===== src/rtl/ncr5380_initiator.sv =====
// ============================================================================
//  Module      : ncr5380_initiator
//  Description : NCR5380-style SCSI initiator: CPU register file, manual bus
//                control and a pseudo-DMA REQ/ACK handshake engine.
//  Revision    : 1.0  initial release
// ============================================================================
`default_nettype none

module ncr5380_initiator #(
    parameter int ACK_HOLD = 2
) (
    input  logic       clk,
    input  logic       rst,
    input  logic [2:0] addr,
    input  logic       cpu_wr,
    input  logic       cpu_rd,
    input  logic [7:0] wdata,
    output logic [7:0] rdata,
    input  logic       dma_wr,
    input  logic       dma_rd,
    output logic       drq,
    output logic       irq,
    output logic       scsi_sel,
    output logic       scsi_atn,
    output logic       scsi_ack,
    output logic       scsi_rst,
    output logic [7:0] scsi_dout,
    input  logic       scsi_bsy,
    input  logic       scsi_req,
    input  logic       scsi_msg,
    input  logic       scsi_cd,
    input  logic       scsi_io,
    input  logic [7:0] scsi_din
);

    localparam logic [7:0] ICR_MASK = 8'h97;
    localparam logic [3:0] ACK_LOAD = 4'(ACK_HOLD - 1);

    typedef enum logic [2:0] {
        S_IDLE      = 3'd0,
        S_WAIT_REQ  = 3'd1,
        S_WAIT_CPU  = 3'd2,
        S_ACK       = 3'd3,
        S_WAIT_NREQ = 3'd4
    } state_t;

    state_t      state_q, state_d;
    logic [12:0] bus_q, bus_d;
    logic        bsy_prev_q, bsy_prev_d;
    logic [7:0]  odr_q, odr_d;
    logic [7:0]  idr_q, idr_d;
    logic [7:0]  icr_q, icr_d;
    logic [7:0]  mr_q, mr_d;
    logic [2:0]  tcr_q, tcr_d;
    logic [7:0]  rdata_q, rdata_d;
    logic        irq_q, irq_d;
    logic        end_dma_q, end_dma_d;
    logic        drq_q, drq_d;
    logic        dma_ack_q, dma_ack_d;
    logic        send_q, send_d;
    logic [3:0]  cnt_q, cnt_d;

    logic        bsy_s, req_s, msg_s, cd_s, io_s;
    logic [7:0]  din_s;
    logic        phase_match;
    logic        irq_set, end_set, flag_clr;
    logic [7:0]  bus_status, bas_status, reg_mux;

    // Every target-driven signal passes through one register before use
    assign bus_d = {scsi_bsy, scsi_req, scsi_msg, scsi_cd, scsi_io, scsi_din};
    assign {bsy_s, req_s, msg_s, cd_s, io_s, din_s} = bus_q;

    assign phase_match = ({msg_s, cd_s, io_s} == tcr_q);
    assign bus_status  = {icr_q[7], bsy_s, req_s, msg_s, cd_s, io_s, icr_q[2], 1'b0};
    assign bas_status  = {end_dma_q, drq_q, 1'b0, irq_q, phase_match, 1'b0,
                          icr_q[1], scsi_ack};

    always_comb begin
        reg_mux = 8'h00;
        case (addr)
            3'd0:    reg_mux = din_s;
            3'd1:    reg_mux = icr_q;
            3'd2:    reg_mux = mr_q;
            3'd3:    reg_mux = {5'b0, tcr_q};
            3'd4:    reg_mux = bus_status;
            3'd5:    reg_mux = bas_status;
            3'd6:    reg_mux = idr_q;
            default: reg_mux = 8'h00;
        endcase
    end

    always_comb begin
        state_d    = state_q;
        bsy_prev_d = bsy_s;
        odr_d      = odr_q;
        idr_d      = idr_q;
        icr_d      = icr_q;
        mr_d       = mr_q;
        tcr_d      = tcr_q;
        rdata_d    = rdata_q;
        drq_d      = drq_q;
        dma_ack_d  = dma_ack_q;
        send_d     = send_q;
        cnt_d      = cnt_q;
        irq_set    = 1'b0;
        end_set    = 1'b0;
        flag_clr   = cpu_rd && (addr == 3'd7);

        if (cpu_wr) begin
            case (addr)
                3'd0:    odr_d = wdata;
                3'd1:    icr_d = wdata & ICR_MASK;
                3'd2:    mr_d  = wdata;
                3'd3:    tcr_d = wdata[2:0];
                default: ;
            endcase
        end

        if (cpu_rd) begin
            rdata_d = reg_mux;
        end else if (dma_rd) begin
            rdata_d = idr_q;
        end

        case (state_q)
            S_IDLE: begin
                if (cpu_wr && mr_q[1] && (addr == 3'd5 || addr == 3'd7)) begin
                    state_d = S_WAIT_REQ;
                    send_d  = (addr == 3'd5);
                end
            end
            S_WAIT_REQ: begin
                if (req_s) begin
                    if (phase_match) begin
                        if (!send_q) begin
                            idr_d = din_s;
                        end
                        drq_d   = 1'b1;
                        state_d = S_WAIT_CPU;
                    end else begin
                        irq_set = 1'b1;
                        end_set = 1'b1;
                        state_d = S_IDLE;
                    end
                end
            end
            S_WAIT_CPU: begin
                if ((send_q && dma_wr) || (!send_q && dma_rd)) begin
                    if (send_q) begin
                        odr_d = wdata;
                    end
                    drq_d     = 1'b0;
                    dma_ack_d = 1'b1;
                    cnt_d     = ACK_LOAD;
                    state_d   = S_ACK;
                end
            end
            S_ACK: begin
                if (cnt_q == 4'd0) begin
                    state_d = S_WAIT_NREQ;
                end else begin
                    cnt_d = cnt_q - 4'd1;
                end
            end
            S_WAIT_NREQ: begin
                if (!req_s) begin
                    dma_ack_d = 1'b0;
                    state_d   = S_WAIT_REQ;
                end
            end
            default: state_d = S_IDLE;
        endcase

        // Leaving DMA mode or losing BSY both abandon the transfer outright
        if (cpu_wr && (addr == 3'd2) && !wdata[1] && mr_q[1]) begin
            state_d   = S_IDLE;
            drq_d     = 1'b0;
            dma_ack_d = 1'b0;
            end_set   = 1'b1;
        end else if (bsy_prev_q && !bsy_s && (state_q != S_IDLE)) begin
            state_d   = S_IDLE;
            drq_d     = 1'b0;
            dma_ack_d = 1'b0;
            irq_set   = mr_q[3];
        end

        irq_d     = irq_set ? 1'b1 : (flag_clr ? 1'b0 : irq_q);
        end_dma_d = end_set ? 1'b1 : (flag_clr ? 1'b0 : end_dma_q);
    end

    always_ff @(posedge clk) begin
        if (rst) begin
            state_q    <= S_IDLE;
            bus_q      <= '0;
            bsy_prev_q <= 1'b0;
            odr_q      <= 8'h00;
            idr_q      <= 8'h00;
            icr_q      <= 8'h00;
            mr_q       <= 8'h00;
            tcr_q      <= 3'b000;
            rdata_q    <= 8'h00;
            irq_q      <= 1'b0;
            end_dma_q  <= 1'b0;
            drq_q      <= 1'b0;
            dma_ack_q  <= 1'b0;
            send_q     <= 1'b0;
            cnt_q      <= 4'd0;
        end else begin
            state_q    <= state_d;
            bus_q      <= bus_d;
            bsy_prev_q <= bsy_prev_d;
            odr_q      <= odr_d;
            idr_q      <= idr_d;
            icr_q      <= icr_d;
            mr_q       <= mr_d;
            tcr_q      <= tcr_d;
            rdata_q    <= rdata_d;
            irq_q      <= irq_d;
            end_dma_q  <= end_dma_d;
            drq_q      <= drq_d;
            dma_ack_q  <= dma_ack_d;
            send_q     <= send_d;
            cnt_q      <= cnt_d;
        end
    end

    assign rdata     = rdata_q;
    assign drq       = drq_q;
    assign irq       = irq_q;
    assign scsi_sel  = icr_q[2];
    assign scsi_atn  = icr_q[1];
    assign scsi_rst  = icr_q[7];
    assign scsi_ack  = icr_q[4] | dma_ack_q;
    assign scsi_dout = (icr_q[0] || (send_q && state_q != S_IDLE)) ? odr_q : 8'h00;

endmodule

`default_nettype wire


===== config.mk =====
export PLATFORM = sky130hd
export DESIGN_NAME = ncr5380_initiator
export DESIGN_NICKNAME = d
export VERILOG_FILES = /design/src/rtl/ncr5380_initiator.sv
export SDC_FILE = /design/constraint.sdc
export NUM_CORES = 1
export LEC_CHECK = 0
export CORE_MARGIN = 3
export CORE_UTILIZATION = 30
export CTS_CLUSTER_SIZE = 14
export DETAILED_ROUTE_END_ITERATION = 8
export PLACE_DENSITY = 0.57
export SLEW_MARGIN = 20
export SYNTH_ARGS = -nofsm -noshare
export SYNTH_HDL_FRONTEND = slang
export SYNTH_SLANG_ARGS = --single-unit

===== constraint.sdc =====
create_clock -name clk -period 3.6 [get_ports clk]
set_input_delay 0.36 -clock clk [delete_from_list [all_inputs] [get_ports clk]]
set_output_delay 0.36 -clock clk [all_outputs]
set_load 0.01 [all_outputs]

==> summary.txt <==
Status
  – Outcome: finished clean

Clocking
  – Clock latency on the worst-skew pair: between 0.3 and 0.4 ns
  – Clock tree sinks: between 60 and 70
  – Clk pin slew, worst setup/hold paths: ~0.080 ns
  – Num CTS Buffers: 9
  – Hold buffers post-CTS: 0
  – H-tree depth: 3
  – CTS tree: built
  – Post-CTS sizing: 0
  – Max Buffers Root-to-Sink: 2
  – Root Buffer: clkbuf_8
  – Setup bufs post-CTS: 0

Timing
  – Final hold slack: 0.4194 ns
  – Final period util: 0.7525
  – Final Hold Viols: 0
  – Unrepaired setup endpoints after global routing: false
  – Slew Viols, Final: 0
  – Final setup viols: 0
  – Clock skew: between 0.008 and 0.009 ns
  – Relative slew slack: 0.4207
  – Setup TNS: 0 ns
  – Min Clock Period, post-route: around 2.7 ns
  – Worst-margin pin slew: about 0.86 ns
  – Worst setup margin: 0.8909 ns
  – Fmax: 0.3691 GHz

Drt
  – Vias per inst: about 5.0
  – Drt pass-1 iters: 4
  – DRT Wirelength: slightly below 9000 um
  – Total number of vias: approximately 2700
  – Per-cell routed wire length: approximately 16 um
  – Drt drc: 0
  – Routed Antenna Nets: 0
  – 1st-iter DRT viols: around 170

Logic synthesis
  – Synth Flop Type: dfxtp_1
  – Synth Register Bits: 66
  – Cell Area, Synth: about 3100 um2
  – Warnings from Yosys: 0
  – Syn Nets: 387
  – Number of distinct standard cells referenced by the synthesized netlist: 60
  – Syn Area/Cell: 8.843 um2
  – Post-synth ARST share: 0
  – Post-synth EDFFs: 0
  – Leading area contributor after synthesis: dfxtp_1
  – Top cell type's share of synthesized area: 0.4209
  – Synth Instances: 355
  – Synth area leaders: dfxtp_1 (42%), mux2i_1 (8.0%), nor2b_1 (4.8%), a21oi_1 (4.6%), nor2_1 (3.6%)
  – Sequential fraction of the synthesis area: 0.4209

Worst setup path
  – Worst EP arrival: 2.35 ns
  – Setup CP Type: reg2out
  – Critical Path, Cell by Cell: or3_4 -> a21oi_1 -> nor2b_1 -> clkdlybuf4s50_1
  – R2R Setup Slk: ~1.7 ns
  – R2R cell count: 4
  – CP max stage delay: roughly 0.51 ns
  – Startpoint types: register
  – Worst EP required: 3.24 ns
  – Reg2reg end: rdata[3]$_SDFFE_PP0P_
  – Worst r2r src: tcr_q[1]$_SDFFE_PP0P_
  – Crit. End Element: output pin
  – Slowest-stage cell, CP: clkdlybuf4s50_1
  – Crit Path Max Fanout: 13

GRT
  – Overflow after GRT: 0
  – Total track usage: 0.1550
  – Initial antenna violation count: 0
  – First-pass GRT wire length: approximately 14000 um
  – Vias in the first global route: between 2000 and 3000
  – Largest net degree at the start of global routing: between 40 and 50

Placed design
  – Dpl hpwl: between 6000 and 7000 um
  – Routability Congestion: 0.8948
  – Cells after DPL: roughly 520
  – Worst slack, placed: 1.011 ns
  – I/O Buffers: 51

Cells and area
  – FF/Latch Area: between 1000 and 1500 um2
  – Fin nets: between 400 and 500
  – Area growth syn-to-layout: 26.82%
  – # diodes: 0
  – Most common cell after layout, fill and taps aside: dfxtp_1
  – Commonest non-fill, non-tap cells in the layout: dfxtp_1 (66), clkdlybuf4s50_1 (50), nor2_1 (30)
  – Share of layout cells above drive strength 1: 0.08621
  – Fillers: 1009
  – Final non-filler cell total: approximately 540
  – Area of the multi-input gates: between 1500 and 2000 um2

Hold path
  – WHS Path Cells: 2
  – Worst min path class: in2reg
  – Worst Hold Endpoint: bus_q[3]$_SDFF_PP0_
  – Min-delay src: rst

Pwr
  – Cell leakage power: about 1.4 nW
  – Reg power frac: 0.467
  – Internal: around 0.0012 W
  – Clock Power Share: 0.433
  – Maximum vdd drop: approximately 0.21 mV
  – Sw Ratio: 0.2433
  – Design Power: 0.001632 W
  – Gate power share: 0.100
  – P_sw: ~0.0004 W
  – PwrDens: 409.9 nW/um2

Floorplan
  – Vert. Die Dim: 108.3 um
  – Die Wd: between 100 and 150 um
  – Initial Util: 0.3154
  – Core Box Area: between 9000 and 10000 um2
  – # rows: 36
  – I/O Pins: 52
  – DIE AREA: around 12000 um2

Job
  – Max cap viols: 0
-- routing by layer --
metal  vias to the layer above  global-route usage  routed length, um
met1                      1283              0.2062               4058
met2                        67              0.2478               4157
met3                         6             0.03463                435
met4                         0             0.05410                106
li1                       1357                   -                  -
met5                         -                   0                  0
-- cell usage after synthesis (3+ instances only) --
cell	instances
a211oi_1	5
a21oi_1	29
buf_2	7
clkbuf_1	12
dfxtp_1	66
inv_1	9
mux2i_1	25
nand2_1	22
nand2b_1	6
nand3_1	12
nand3b_1	7
nand4_1	3
nor2_1	30
nor2b_1	24
nor3_1	12
o211ai_1	3
o21a_1	5
o21ai_0	18
xor2_1	6
-- stage by stage --
| stage | utilization | cell area [um2] |
|---|---|---|
| floorplan | - | 3139 |
| detailed placement | 0.3771 | 3754 |
| global placement | 0.3771 | 3754 |
| finish | 0.4000 | 3981 |
| CTS | 0.4000 | 3981 |
| global route | 0.4000 | 3981 |
-- critical path, delay by kind of cell, from the launching register on --
kind	cells	cell delay [ns]
and+or+nand+nor	2	0.55
buffers and inverters	1	0.51
AOI/OAI and AO/OA	1	0.50
DFF	1	0.45
-- how the worst max path moves through the flow --
stage,start,end,slack (ns),cells past startpoint
detailed placement,addr[1],odr_q[6]$_SDFF_PP0_,1.01,5
global placement,addr[1],odr_q[0]$_SDFF_PP0_,1.10,5
global route,state_q[1]$_SDFFE_PP0P_,scsi_dout[6],0.68,4
floorplan,state_q[0]$_SDFFE_PP0P_,scsi_dout[0],1.98,4
CTS,state_q[1]$_SDFFE_PP0P_,scsi_dout[6],0.85,4
finish,state_q[1]$_SDFFE_PP0P_,scsi_dout[6],0.89,4
-- sequential cells by signal, indices dropped and copies added, names as in the netlist --
name and cells:
bsy_prev_q 1, dma_ack_q 1, tcr_q 3, drq 1
cnt_q 4, end_dma_q 1, odr_q 8, mr_q 8
icr_q 5, bus_q 13, state_q 3, send_q 1
irq 1, idr_q 8, rdata 8
-- logic make-up (layout without fill, tap and decap cells) --
group / after synthesis / count (layout) / synth area share
and+or+nand+nor: 136 / 136 / 0.2419
AOI/OAI and AO/OA: 86 / 86 / 0.1822
DFF: 66 / 66 / 0.4209
buffers and inverters: 32 / 83 / 0.04344
muxes: 27 / 27 / 0.08689
xor gates and xnor gates: 6 / 6 / 0.01674
adders and majority gates: 2 / 2 / 0.007970
-- cell type report --
cell class,count,share of cell area
clock buffers,10,0.03457
clock inverters,6,0.02263
inverters,11,0.01037
multi-input cells,257,0.4224
flip-flops and latches,66,0.3319
well taps,133,0.04180
repair buffers,56,0.1364
-- power by group through the flow --
stage | logic (W) | registers, W | clock network, W
2_1_floorplan | 0.0000887 | 0.000776 | 0
3_5_place_dp | 0.000164 | 0.000779 | 0
3_3_place_gp | 0.000163 | 0.000779 | 0
6_report | 0.000164 | 0.000762 | 0.000706
5_1_grt | 0.000180 | 0.000764 | 0.000757
4_1_cts | 0.000165 | 0.000762 | 0.000726
Note: power is estimated with default switching activity, not from simulation.
